--- src/rtl/matmul_feeder_if.sv ---
// rtl/matmul_feeder_if.sv - host request/response and systolic-array lane signals of the feeder
interface matmul_feeder_if;
    logic         start;
    logic [511:0] matA_flat;
    logic [511:0] matB_flat;
    logic         busy;
    logic         done;
    logic         timeout;
    logic [127:0] result_flat;
    logic         mm_input_start;
    logic [127:0] mm_inA_flat;
    logic [127:0] mm_inB_flat;
    logic [3:0]   mm_counter;
    logic [127:0] mm_outD_flat;
    logic         mm_output_rdy;

    modport master (
        output start, matA_flat, matB_flat, mm_outD_flat, mm_output_rdy,
        input  busy, done, timeout, result_flat,
        input  mm_input_start, mm_inA_flat, mm_inB_flat, mm_counter
    );

    modport slave (
        input  start, matA_flat, matB_flat, mm_outD_flat, mm_output_rdy,
        output busy, done, timeout, result_flat,
        output mm_input_start, mm_inA_flat, mm_inB_flat, mm_counter
    );
endinterface

--- src/rtl/matmul_feeder.sv ---
// rtl/matmul_feeder.sv - skews latched 4x4 operands into a systolic array and captures its result
module matmul_feeder #(
    parameter int CAPTURE_CNT = 10
) (
    input  logic                  clk,
    input  logic                  rst_n,
    matmul_feeder_if.slave        bus
);
    typedef enum logic [2:0] {IDLE, CLEAR, FEED, DRAIN, DONE} state_t;

    state_t       state_q, state_d;
    logic [511:0] a_q, a_d;
    logic [511:0] b_q, b_d;
    logic [3:0]   cnt_q, cnt_d;
    logic [127:0] lane_a_q, lane_a_d;
    logic [127:0] lane_b_q, lane_b_d;
    logic         init_q, init_d;
    logic         busy_q, busy_d;
    logic         done_q, done_d;
    logic         timeout_q, timeout_d;
    logic [127:0] result_q, result_d;

    always_comb begin
        state_d   = state_q;
        a_d       = a_q;
        b_d       = b_q;
        timeout_d = timeout_q;
        result_d  = result_q;
        unique case (state_q)
            IDLE: begin
                if (bus.start) begin
                    a_d       = bus.matA_flat;
                    b_d       = bus.matB_flat;
                    timeout_d = 1'b0;
                    state_d   = CLEAR;
                end
            end
            CLEAR: state_d = FEED;
            FEED: begin
                if (cnt_q == 4'd6) state_d = DRAIN;
            end
            DRAIN: begin
                if (bus.mm_output_rdy && int'(cnt_q) >= CAPTURE_CNT) begin
                    result_d = bus.mm_outD_flat;
                    state_d  = DONE;
                end else if (cnt_q == 4'd15) begin
                    timeout_d = 1'b1;
                    state_d   = DONE;
                end
            end
            DONE: state_d = IDLE;
            default: state_d = IDLE;
        endcase
    end

    // Outputs are derived from the next state so every output leaves a flop.
    always_comb begin
        cnt_d    = 4'd0;
        init_d   = (state_d == CLEAR);
        busy_d   = (state_d != IDLE);
        done_d   = (state_d == DONE);
        lane_a_d = '0;
        lane_b_d = '0;
        if (state_d == FEED) begin
            cnt_d = (state_q == CLEAR) ? 4'd0 : cnt_q + 4'd1;
        end else if (state_d == DRAIN) begin
            if (state_q == FEED)        cnt_d = 4'd7;
            else if (cnt_q == 4'd15)    cnt_d = 4'd15;
            else                        cnt_d = cnt_q + 4'd1;
        end
        for (int k = 0; k < 4; k++) begin
            if (state_d == FEED && int'(cnt_d) >= k && int'(cnt_d) - k <= 3) begin
                lane_a_d[127-32*k -: 32] = a_q[511-32*(4*k + int'(cnt_d) - k) -: 32];
                lane_b_d[127-32*k -: 32] = b_q[511-32*(4*(int'(cnt_d) - k) + k) -: 32];
            end
        end
    end

    always_ff @(posedge clk or negedge rst_n) begin
        if (!rst_n) begin
            state_q   <= IDLE;
            a_q       <= '0;
            b_q       <= '0;
            cnt_q     <= '0;
            lane_a_q  <= '0;
            lane_b_q  <= '0;
            init_q    <= 1'b0;
            busy_q    <= 1'b0;
            done_q    <= 1'b0;
            timeout_q <= 1'b0;
            result_q  <= '0;
        end else begin
            state_q   <= state_d;
            a_q       <= a_d;
            b_q       <= b_d;
            cnt_q     <= cnt_d;
            lane_a_q  <= lane_a_d;
            lane_b_q  <= lane_b_d;
            init_q    <= init_d;
            busy_q    <= busy_d;
            done_q    <= done_d;
            timeout_q <= timeout_d;
            result_q  <= result_d;
        end
    end

    assign bus.busy           = busy_q;
    assign bus.done           = done_q;
    assign bus.timeout        = timeout_q;
    assign bus.result_flat    = result_q;
    assign bus.mm_input_start = init_q;
    assign bus.mm_inA_flat    = lane_a_q;
    assign bus.mm_inB_flat    = lane_b_q;
    assign bus.mm_counter     = cnt_q;
endmodule

--- src/flat_wrapper.sv ---
// flat-port wrapper written by rule: the top's interface ports become plain ports
module matmul_feeder_flat 
#(
    parameter int CAPTURE_CNT = 10
)
  (clk, rst_n, bus_start, bus_matA_flat, bus_matB_flat, bus_mm_outD_flat, bus_mm_output_rdy, bus_busy, bus_done, bus_timeout, bus_result_flat, bus_mm_input_start, bus_mm_inA_flat, bus_mm_inB_flat, bus_mm_counter);
  matmul_feeder_if bus_i ();
  input  logic clk;
  input  logic rst_n;
  input wire logic [$bits(bus_i.start)-1:0] bus_start;
  input wire logic [$bits(bus_i.matA_flat)-1:0] bus_matA_flat;
  input wire logic [$bits(bus_i.matB_flat)-1:0] bus_matB_flat;
  input wire logic [$bits(bus_i.mm_outD_flat)-1:0] bus_mm_outD_flat;
  input wire logic [$bits(bus_i.mm_output_rdy)-1:0] bus_mm_output_rdy;
  output wire logic [$bits(bus_i.busy)-1:0] bus_busy;
  output wire logic [$bits(bus_i.done)-1:0] bus_done;
  output wire logic [$bits(bus_i.timeout)-1:0] bus_timeout;
  output wire logic [$bits(bus_i.result_flat)-1:0] bus_result_flat;
  output wire logic [$bits(bus_i.mm_input_start)-1:0] bus_mm_input_start;
  output wire logic [$bits(bus_i.mm_inA_flat)-1:0] bus_mm_inA_flat;
  output wire logic [$bits(bus_i.mm_inB_flat)-1:0] bus_mm_inB_flat;
  output wire logic [$bits(bus_i.mm_counter)-1:0] bus_mm_counter;
  assign bus_i.start = bus_start;
  assign bus_i.matA_flat = bus_matA_flat;
  assign bus_i.matB_flat = bus_matB_flat;
  assign bus_i.mm_outD_flat = bus_mm_outD_flat;
  assign bus_i.mm_output_rdy = bus_mm_output_rdy;
  assign bus_busy = bus_i.busy;
  assign bus_done = bus_i.done;
  assign bus_timeout = bus_i.timeout;
  assign bus_result_flat = bus_i.result_flat;
  assign bus_mm_input_start = bus_i.mm_input_start;
  assign bus_mm_inA_flat = bus_i.mm_inA_flat;
  assign bus_mm_inB_flat = bus_i.mm_inB_flat;
  assign bus_mm_counter = bus_i.mm_counter;
  matmul_feeder #(.CAPTURE_CNT(CAPTURE_CNT)) u_core (.clk(clk), .rst_n(rst_n), .bus(bus_i));
endmodule
--- config.mk ---
export PLATFORM = sky130hd
export DESIGN_NAME = matmul_feeder_flat
export DESIGN_NICKNAME = d
export VERILOG_FILES = /design/src/rtl/matmul_feeder_if.sv /design/src/rtl/matmul_feeder.sv /design/src/flat_wrapper.sv
export SDC_FILE = /design/constraint.sdc
export NUM_CORES = 2
export LEC_CHECK = 0
export CORE_AREA = 2 2 609 611
export DETAILED_ROUTE_END_ITERATION = 7
export DIE_AREA = 0 0 611 613
export DONT_BUFFER_PORTS = 1
export PLACE_DENSITY = 0.34
export REMOVE_ABC_BUFFERS = 1
export SYNTH_ARGS = -nofsm -noshare
export SYNTH_HDL_FRONTEND = slang
export SYNTH_SLANG_ARGS = --single-unit
--- constraint.sdc ---
create_clock -name clk -period 5.2 [get_ports clk]
set_input_delay 1.04 -clock clk [delete_from_list [all_inputs] [get_ports clk]]
set_output_delay 1.04 -clock clk [all_outputs]
set_load 0.05 [all_outputs]
# Word level (Yosys, flattened, before mapping)
# Index checks and enable logic that the tools add are counted.
# totals
ff_bits,1419
inputBits,1156
out_inout_bits,392
wordCells,96
# op_classes
n_addsub,21
magnitude_cmp,8
n_eq_ne,12
shifts,8
mux,22
reduce_logical,14
# op_table
op,count
543-bit by 32-bit indexed part select with 32-bit output,8
32-bit 2-to-1 mux,8
"10-bit by 32-bit subtractor with 32-bit output, first input constant",6
"27-bit by 3-bit subtractor with 27-bit output, second input constant",2
"27-bit by 2-bit subtractor with 27-bit output, second input constant",1
4-bit 2-to-1 mux,5
"7-bit by 3-bit adder with 8-bit output, second input constant",2
"5-bit by 3-bit less-or-equal comparator with 1-bit output, second input constant",3
"3-bit by 2-bit == test with 1-bit output, second input constant",4
3-bit 2-to-1 mux,4
3-bit case mux with 4 select lines,1
"9-bit by 11-bit subtractor with 12-bit output, first input constant",1
"4-bit by 4-bit adder with 5-bit output, first input constant",2
"4-bit by 2-bit subtractor with 5-bit output, second input constant",2
"9-bit by 9-bit subtractor with 10-bit output, first input constant",1
"7-bit by 2-bit adder with 8-bit output, second input constant",1
"4-bit by 2-bit >= comparator with 1-bit output, second input constant",2
1-bit logical AND,8
"3-bit by 1-bit == test with 1-bit output, second input constant",2
"3-bit by 4-bit adder with 5-bit output, first input constant",1
"4-bit by 1-bit subtractor with 5-bit output, second input constant",1
"4-bit by 1-bit adder with 4-bit output, second input constant",1
"4-bit by 3-bit == test with 1-bit output, second input constant",1
"4-bit == test, second input constant",1
13 further kinds,17

# Longest topological paths before layout
# logic_depth
word_depth,12
depth_mapped,23
depth_no_buf,17

# Worst setup path before layout
# Ideal clock, no wire load.
# synth_timing
path_type,input to register
from,in bus_start
to,"reg u_core.lane_a_q[21], in the netlist u_core.bus.mm_inA_flat[21]"
setup_time_ns,0.119
arrival_ns,5.392
t_required_ns,5.081
slack_ns,-0.311
path_stages,21
n_path_buf,10
cell_sequence,or4b_1 -> buf_2 -> buf_2 -> a32oi_1 -> o21a_1 -> buf_2 -> clkbuf_1 -> clkbuf_1 -> ha_1 -> clkbuf_1 -> xor2_2 -> inv_2 -> buf_6 -> buf_6 -> clkbuf_1 -> ha_1 -> a222oi_1 -> a21oi_1 -> and2_1 -> clkbuf_1 -> o21a_1
# synth_between
elab_chain_cells,10
elab_cells_between_ends,16
classes_between,add/sub (4); order compare (2); eq/ne (2); shift (1); mux (5); reduce/logical (2)
# synth_rtl
element,line,text
from (decl),flat_wrapper.sv:10,input wire logic [$bits(bus_i.start)-1:0] bus_start;
3-bit 2-to-1 mux *,matmul_feeder.sv:31,if (bus.start) begin
3-bit case mux with 4 select lines *,matmul_feeder.sv:29,unique case (state_q)
3-bit by 2-bit == test with 1-bit output,matmul_feeder.sv:66,end else if (state_d == DRAIN) begin
4-bit 2-to-1 mux,matmul_feeder.sv:66,
4-bit 2-to-1 mux *,matmul_feeder.sv:64,if (state_d == FEED) begin
net u_core.cnt_d[1],matmul_feeder.sv:14,"logic [3:0] cnt_q, cnt_d;"
4-bit by 4-bit adder with 5-bit output,matmul_feeder.sv:73,lane_a_d[127-32*k -: 32] = a_q[511-32*(4*k + int'(cnt_d) - k) -: 32];
27-bit by 3-bit subtractor with 27-bit output,matmul_feeder.sv:73,
10-bit by 32-bit subtractor with 32-bit output,matmul_feeder.sv:73,
543-bit by 32-bit indexed part select with 32-bit output,matmul_feeder.sv:73,
32-bit 2-to-1 mux *,matmul_feeder.sv:72,if (state_d == FEED && int'(cnt_d) >= k && int'(cnt_d) - k <= 3) begin
net u_core.lane_a_d[21],matmul_feeder.sv:15,"logic [127:0] lane_a_q, lane_a_d;"
to (signal assigned),matmul_feeder.sv:97,lane_a_q <= lane_a_d;
to (decl),matmul_feeder.sv:15,
# Mark *: on every way through the listed nets, which the timed path passes. The rest lies on a longest branch.
# A chain may end at the register's enable or synchronous reset.

# Worst setup path after layout
# layout_timing
from,"reg u_core.cnt_q[0], in the netlist u_core.bus.mm_counter[0]"
to,"reg u_core.lane_a_q[51], in the netlist u_core.bus.mm_inA_flat[51]"
# layout_between
elab_chain_cells,12
elab_cells_between_ends,26
classes_between,add/sub (5); order compare (3); eq/ne (4); shift (1); mux (10); reduce/logical (3)
# layout_rtl
element,line,text
from (decl),matmul_feeder.sv:14,
from (signal assigned),matmul_feeder.sv:96,cnt_q <= cnt_d;
4-bit >= comparator or 4-bit == test (tied branches),"matmul_feeder.sv:43, matmul_feeder.sv:46, matmul_feeder.sv:68",
1-bit logical AND or 3-bit 2-to-1 mux (tied branches),"matmul_feeder.sv:43, matmul_feeder.sv:46",
3-bit 2-to-1 mux,matmul_feeder.sv:43,if (bus.mm_output_rdy && int'(cnt_q) >= CAPTURE_CNT) begin
3-bit case mux with 4 select lines,matmul_feeder.sv:29,
3-bit by 2-bit == test with 1-bit output,matmul_feeder.sv:66,
4-bit 2-to-1 mux,matmul_feeder.sv:66,
4-bit 2-to-1 mux,matmul_feeder.sv:64,
4-bit by 4-bit adder with 5-bit output,matmul_feeder.sv:73,
27-bit by 3-bit subtractor with 27-bit output,matmul_feeder.sv:73,
10-bit by 32-bit subtractor with 32-bit output,matmul_feeder.sv:73,
543-bit by 32-bit indexed part select with 32-bit output,matmul_feeder.sv:73,
32-bit 2-to-1 mux *,matmul_feeder.sv:72,
net u_core.lane_a_d[51],matmul_feeder.sv:15,
# Marks and branches as above.

==> key figures <==
Run status
  • Status: completed

Global routing
  • First-pass GRT wire length: 451000 um
  • Total congestion overflow: 0
  • Vias in the first global route: 53400
  • Antenna violations before repair: 113
  • GRT Total Usage: 17.1%
  • Pin count of the biggest net entering global routing: 190

CTS
  • Deepest clock path buffer count: 4
  • Post-CTS Repair Setup Buffers: 0
  • TritonCTS clock tree: built
  • Sinks on the clock net: 1419
  • Root buffer cell: sky130_fd_sc_hd__clkbuf_16
  • Hold Buf Count CTS: 0
  • Worst-Skew Late Latency: 0.87 ns
  • Clock Pin Slew Worst Setup and Hold Paths: 0.06 ns
  • Number of CTS-inserted buffers: 188
  • CTS H-tree depth: 4
  • Post-CTS sizing: 0

Routing
  • Number of detailed-route iterations in the first pass: 6
  • Number of DRC violations after detailed-routing iteration 0: 3757
  • Via count: 51600
  • WL/cell: 28.3 um
  • Overall routed net length: 331000 um
  • Antenna-violating nets left: 0
  • Number of remaining DRC errors: 0
  • Mean number of vias per cell: 4.41

Die
  • Chip Height: 613 um
  • Die Area: 0.375 sq mm
  • Std cell rows: 223
  • IO Pins: 1548
  • Die outline width: 611 um
  • Initial Util: 18.9%
  • Core area: 0.368 sq mm

Yosys
  • Seq cells post-synth: 1419
  • Cells after Synth: 6819
  • Dominant cell by count in the synthesized netlist: sky130_fd_sc_hd__nand2_1
  • Cell type with the largest total area after synthesis: sky130_fd_sc_hd__dfrtp_1
  • Proportion of synthesized chip area in sequential cells: 51.1%
  • Top cell type's share of synthesized area: 51.1%
  • EDFF count, synth: 0
  • Synth async-reset ratio: 100%
  • Most used DFF post-synth: sky130_fd_sc_hd__dfrtp_1
  • Mapped Avg Cell Area: 10.2 sq um
  • Post-synthesis cell area: 0.0695 sq mm
  • Synth top cells by count: 3337 x sky130_fd_sc_hd__nand2_1, 1419 x sky130_fd_sc_hd__dfrtp_1, 464 x sky130_fd_sc_hd__mux4_2
  • Area contributors post-synth: sky130_fd_sc_hd__dfrtp_1 51%, sky130_fd_sc_hd__nand2_1 18%, sky130_fd_sc_hd__mux4_2 15%, sky130_fd_sc_hd__mux2i_1 3.9%, sky130_fd_sc_hd__mux2_2 2.1%
  • Syn. warnings: 0
  • Post-synth cell types: 68

Setup path
  • Crit-path leading delay family: compound AO/OA/AOI/OAI gates
  • Setup crit start kind: flop
  • Crit-path max cell delay: 0.52 ns
  • Most used cell along the critical path: sky130_fd_sc_hd__ha_1
  • Cell depth of the worst setup path: 14
  • Worst setup endpoint: u_core.bus.mm_inA_flat[51]
  • Reg-to-reg critical path endpoint: u_core.bus.mm_inA_flat[51]
  • Start of the worst register-to-register path: u_core.bus.mm_counter[0]
  • Worst Path Arrival: 5.36 ns
  • Capturing element type of the critical path: flop
  • Data required time at the worst endpoint: 5.88 ns
  • Worst Path Max Fanout: 27
  • Worst reg2reg setup slack: 0.52 ns
  • Worst reg2reg path depth: 14
  • Critical path buffer and inverter count: 3
  • Type of the setup path with the least slack: flop to flop
  • Worst setup path startpoint: u_core.bus.mm_counter[0]
  • Slowest stage cell, crit path: sky130_fd_sc_hd__a22oi_1
  • Cells along the critical path: inv_1 > ha_1 > o211a_1 > or3_1 > a32oi_1 > o21a_4 > inv_8 > ha_1 > ha_1 > ha_1 > a22oi_1 > a2111o_2 > buf_4 > o21ai_0

Timing
  • Tmin final: 4.68 ns
  • Fmax achieved: 0.213 GHz
  • Worst Max-Slew Pin Slew: 1.13 ns
  • Number of hold violations in the final report: 0
  • Max Slew Vio Count: 0
  • RSZ-0062 raised after global routing: no
  • Final Cycle Share: 90.1%
  • Final sum of negative setup slack: 0 ns
  • Total setup violations reported at the end of the flow: 0
  • Final Skew: 0.0561 ns
  • Worst slew margin relative to its limit: 25.0%

Layout
  • Area growth from synthesis to final layout: 17.8%
  • Share of final-layout standard cells stronger than drive strength 1: 15.8%
  • Total of fill cells in the finished design: 39700
  • Number of nets in the finished design: 7844

Place
  • Input/output buffers: 0
  • Detailed placement HPWL: 241000 um
  • Weighted congestion at the end of routability-driven global placement: 0.840

Hold path
  • Class of the most critical hold timing path: input port to async pin

Flow run
  • Number of max-cap violations: 0
[how the worst min path moves through the flow]
stage,start,to,slack [ns]
final,rst_n,u_core.b_q[53],0.19
after detailed placement,u_core.b_q[383],u_core.b_q[383],0.46
after global routing,rst_n,u_core.a_q[434],0.18
after global placement,u_core.b_q[132],u_core.b_q[132],0.45
after CTS,rst_n,u_core.bus.mm_inA_flat[14],0.13
after floorplan,u_core.b_q[0],u_core.b_q[0],0.44
[metal layers]
metal | vias to the layer above | GRT usage [%] | share of wire, %
li1 | 22600 | - | -
met1 | 26400 | 20.1 | 39
met2 | 2000 | 29.4 | 50
met3 | 501 | 4.70 | 7.4
met4 | 46 | 6.89 | 3.9
met5 | - | 0 | 0.083
[metrics by stage]
stage | setup slack [ns] | std cells | hold slack, ns | area (sq um) | util, %
finish | 0.516 | 11700 | 0.194 | 81800 | 22.2
global route | 0.236 | 11700 | 0.177 | 81700 | 22.2
CTS | 0.518 | 11600 | 0.130 | 81700 | 22.2
detailed placement | 0.292 | 11300 | 0.458 | 75300 | 20.5
global placement | 0.376 | 11300 | 0.454 | 75300 | 20.5
floorplan | -60.18 | 6339 | 0.440 | 67400 | -
[cell families after synthesis]
group | share of synthesized area [%]
buffers and inverters | 2.99
adder cells (fa/ha/maj) | 0.450
multiplexers | 21.1
XOR/XNOR | 0.288
flip-flops | 51.1
AND/OR/NAND/NOR | 20.7
AO/OA/AOI/OAI | 3.36
[cell usage in the layout, fill, tap and decap left out, types with 5 or more instances in the layout]
master,instances
sky130_fd_sc_hd__inv_6,8
sky130_fd_sc_hd__clkbuf_8,40
sky130_fd_sc_hd__nor2b_1,112
sky130_fd_sc_hd__clkbuf_1,34
sky130_fd_sc_hd__o21ai_0,41
sky130_fd_sc_hd__nor2_1,120
sky130_fd_sc_hd__a22o_1,7
sky130_fd_sc_hd__clkinv_2,32
sky130_fd_sc_hd__nand3_1,12
sky130_fd_sc_hd__a31oi_1,5
sky130_fd_sc_hd__clkbuf_16,190
sky130_fd_sc_hd__buf_12,45
sky130_fd_sc_hd__mux4_2,464
sky130_fd_sc_hd__o21a_1,7
sky130_fd_sc_hd__ha_1,24
sky130_fd_sc_hd__and3_1,54
sky130_fd_sc_hd__mux2_2,128
sky130_fd_sc_hd__a22oi_1,98
sky130_fd_sc_hd__xnor2_1,7
sky130_fd_sc_hd__a211oi_1,28
sky130_fd_sc_hd__a21oi_1,18
sky130_fd_sc_hd__clkinv_4,5
sky130_fd_sc_hd__inv_1,8
sky130_fd_sc_hd__buf_4,88
sky130_fd_sc_hd__o22ai_1,9
sky130_fd_sc_hd__diode_2,46
sky130_fd_sc_hd__dfrtp_1,1419
sky130_fd_sc_hd__a32oi_1,33
sky130_fd_sc_hd__nand2_1,3337
sky130_fd_sc_hd__mux2i_1,274
sky130_fd_sc_hd__o221ai_1,32
sky130_fd_sc_hd__bufinv_16,14
sky130_fd_sc_hd__clkinvlp_4,9
sky130_fd_sc_hd__and2_1,17
[state kept, by name, summed over array words and instances (netlist names)]
name / count
u_core.bus.mm_inA_flat: 128
u_core.bus.busy: 1
u_core.b_q: 512
u_core.state_q: 3
u_core.a_q: 512
u_core.bus.mm_input_start: 1
u_core.bus.result_flat: 128
u_core.bus.timeout: 1
u_core.bus.mm_counter: 4
u_core.bus.done: 1
u_core.bus.mm_inB_flat: 128
[cell type report]
cell class	instances	area [sq um]	area share (%)
Multi-Input combinational cell	4906	32100	39.2
Clock inverter	75	917	1.12
Inverter	14	82.6	0.101
Antenna cell	46	115	0.141
Clock buffer	264	5430	6.64
Sequential cell	1419	35500	43.4
Tap cell	4837	6050	7.40
Timing Repair Buffer	134	1590	1.94
Power is left out: the tool's default activity adds up to more than one toggle a clock period on the data nets, which glitch-free logic cannot reach.
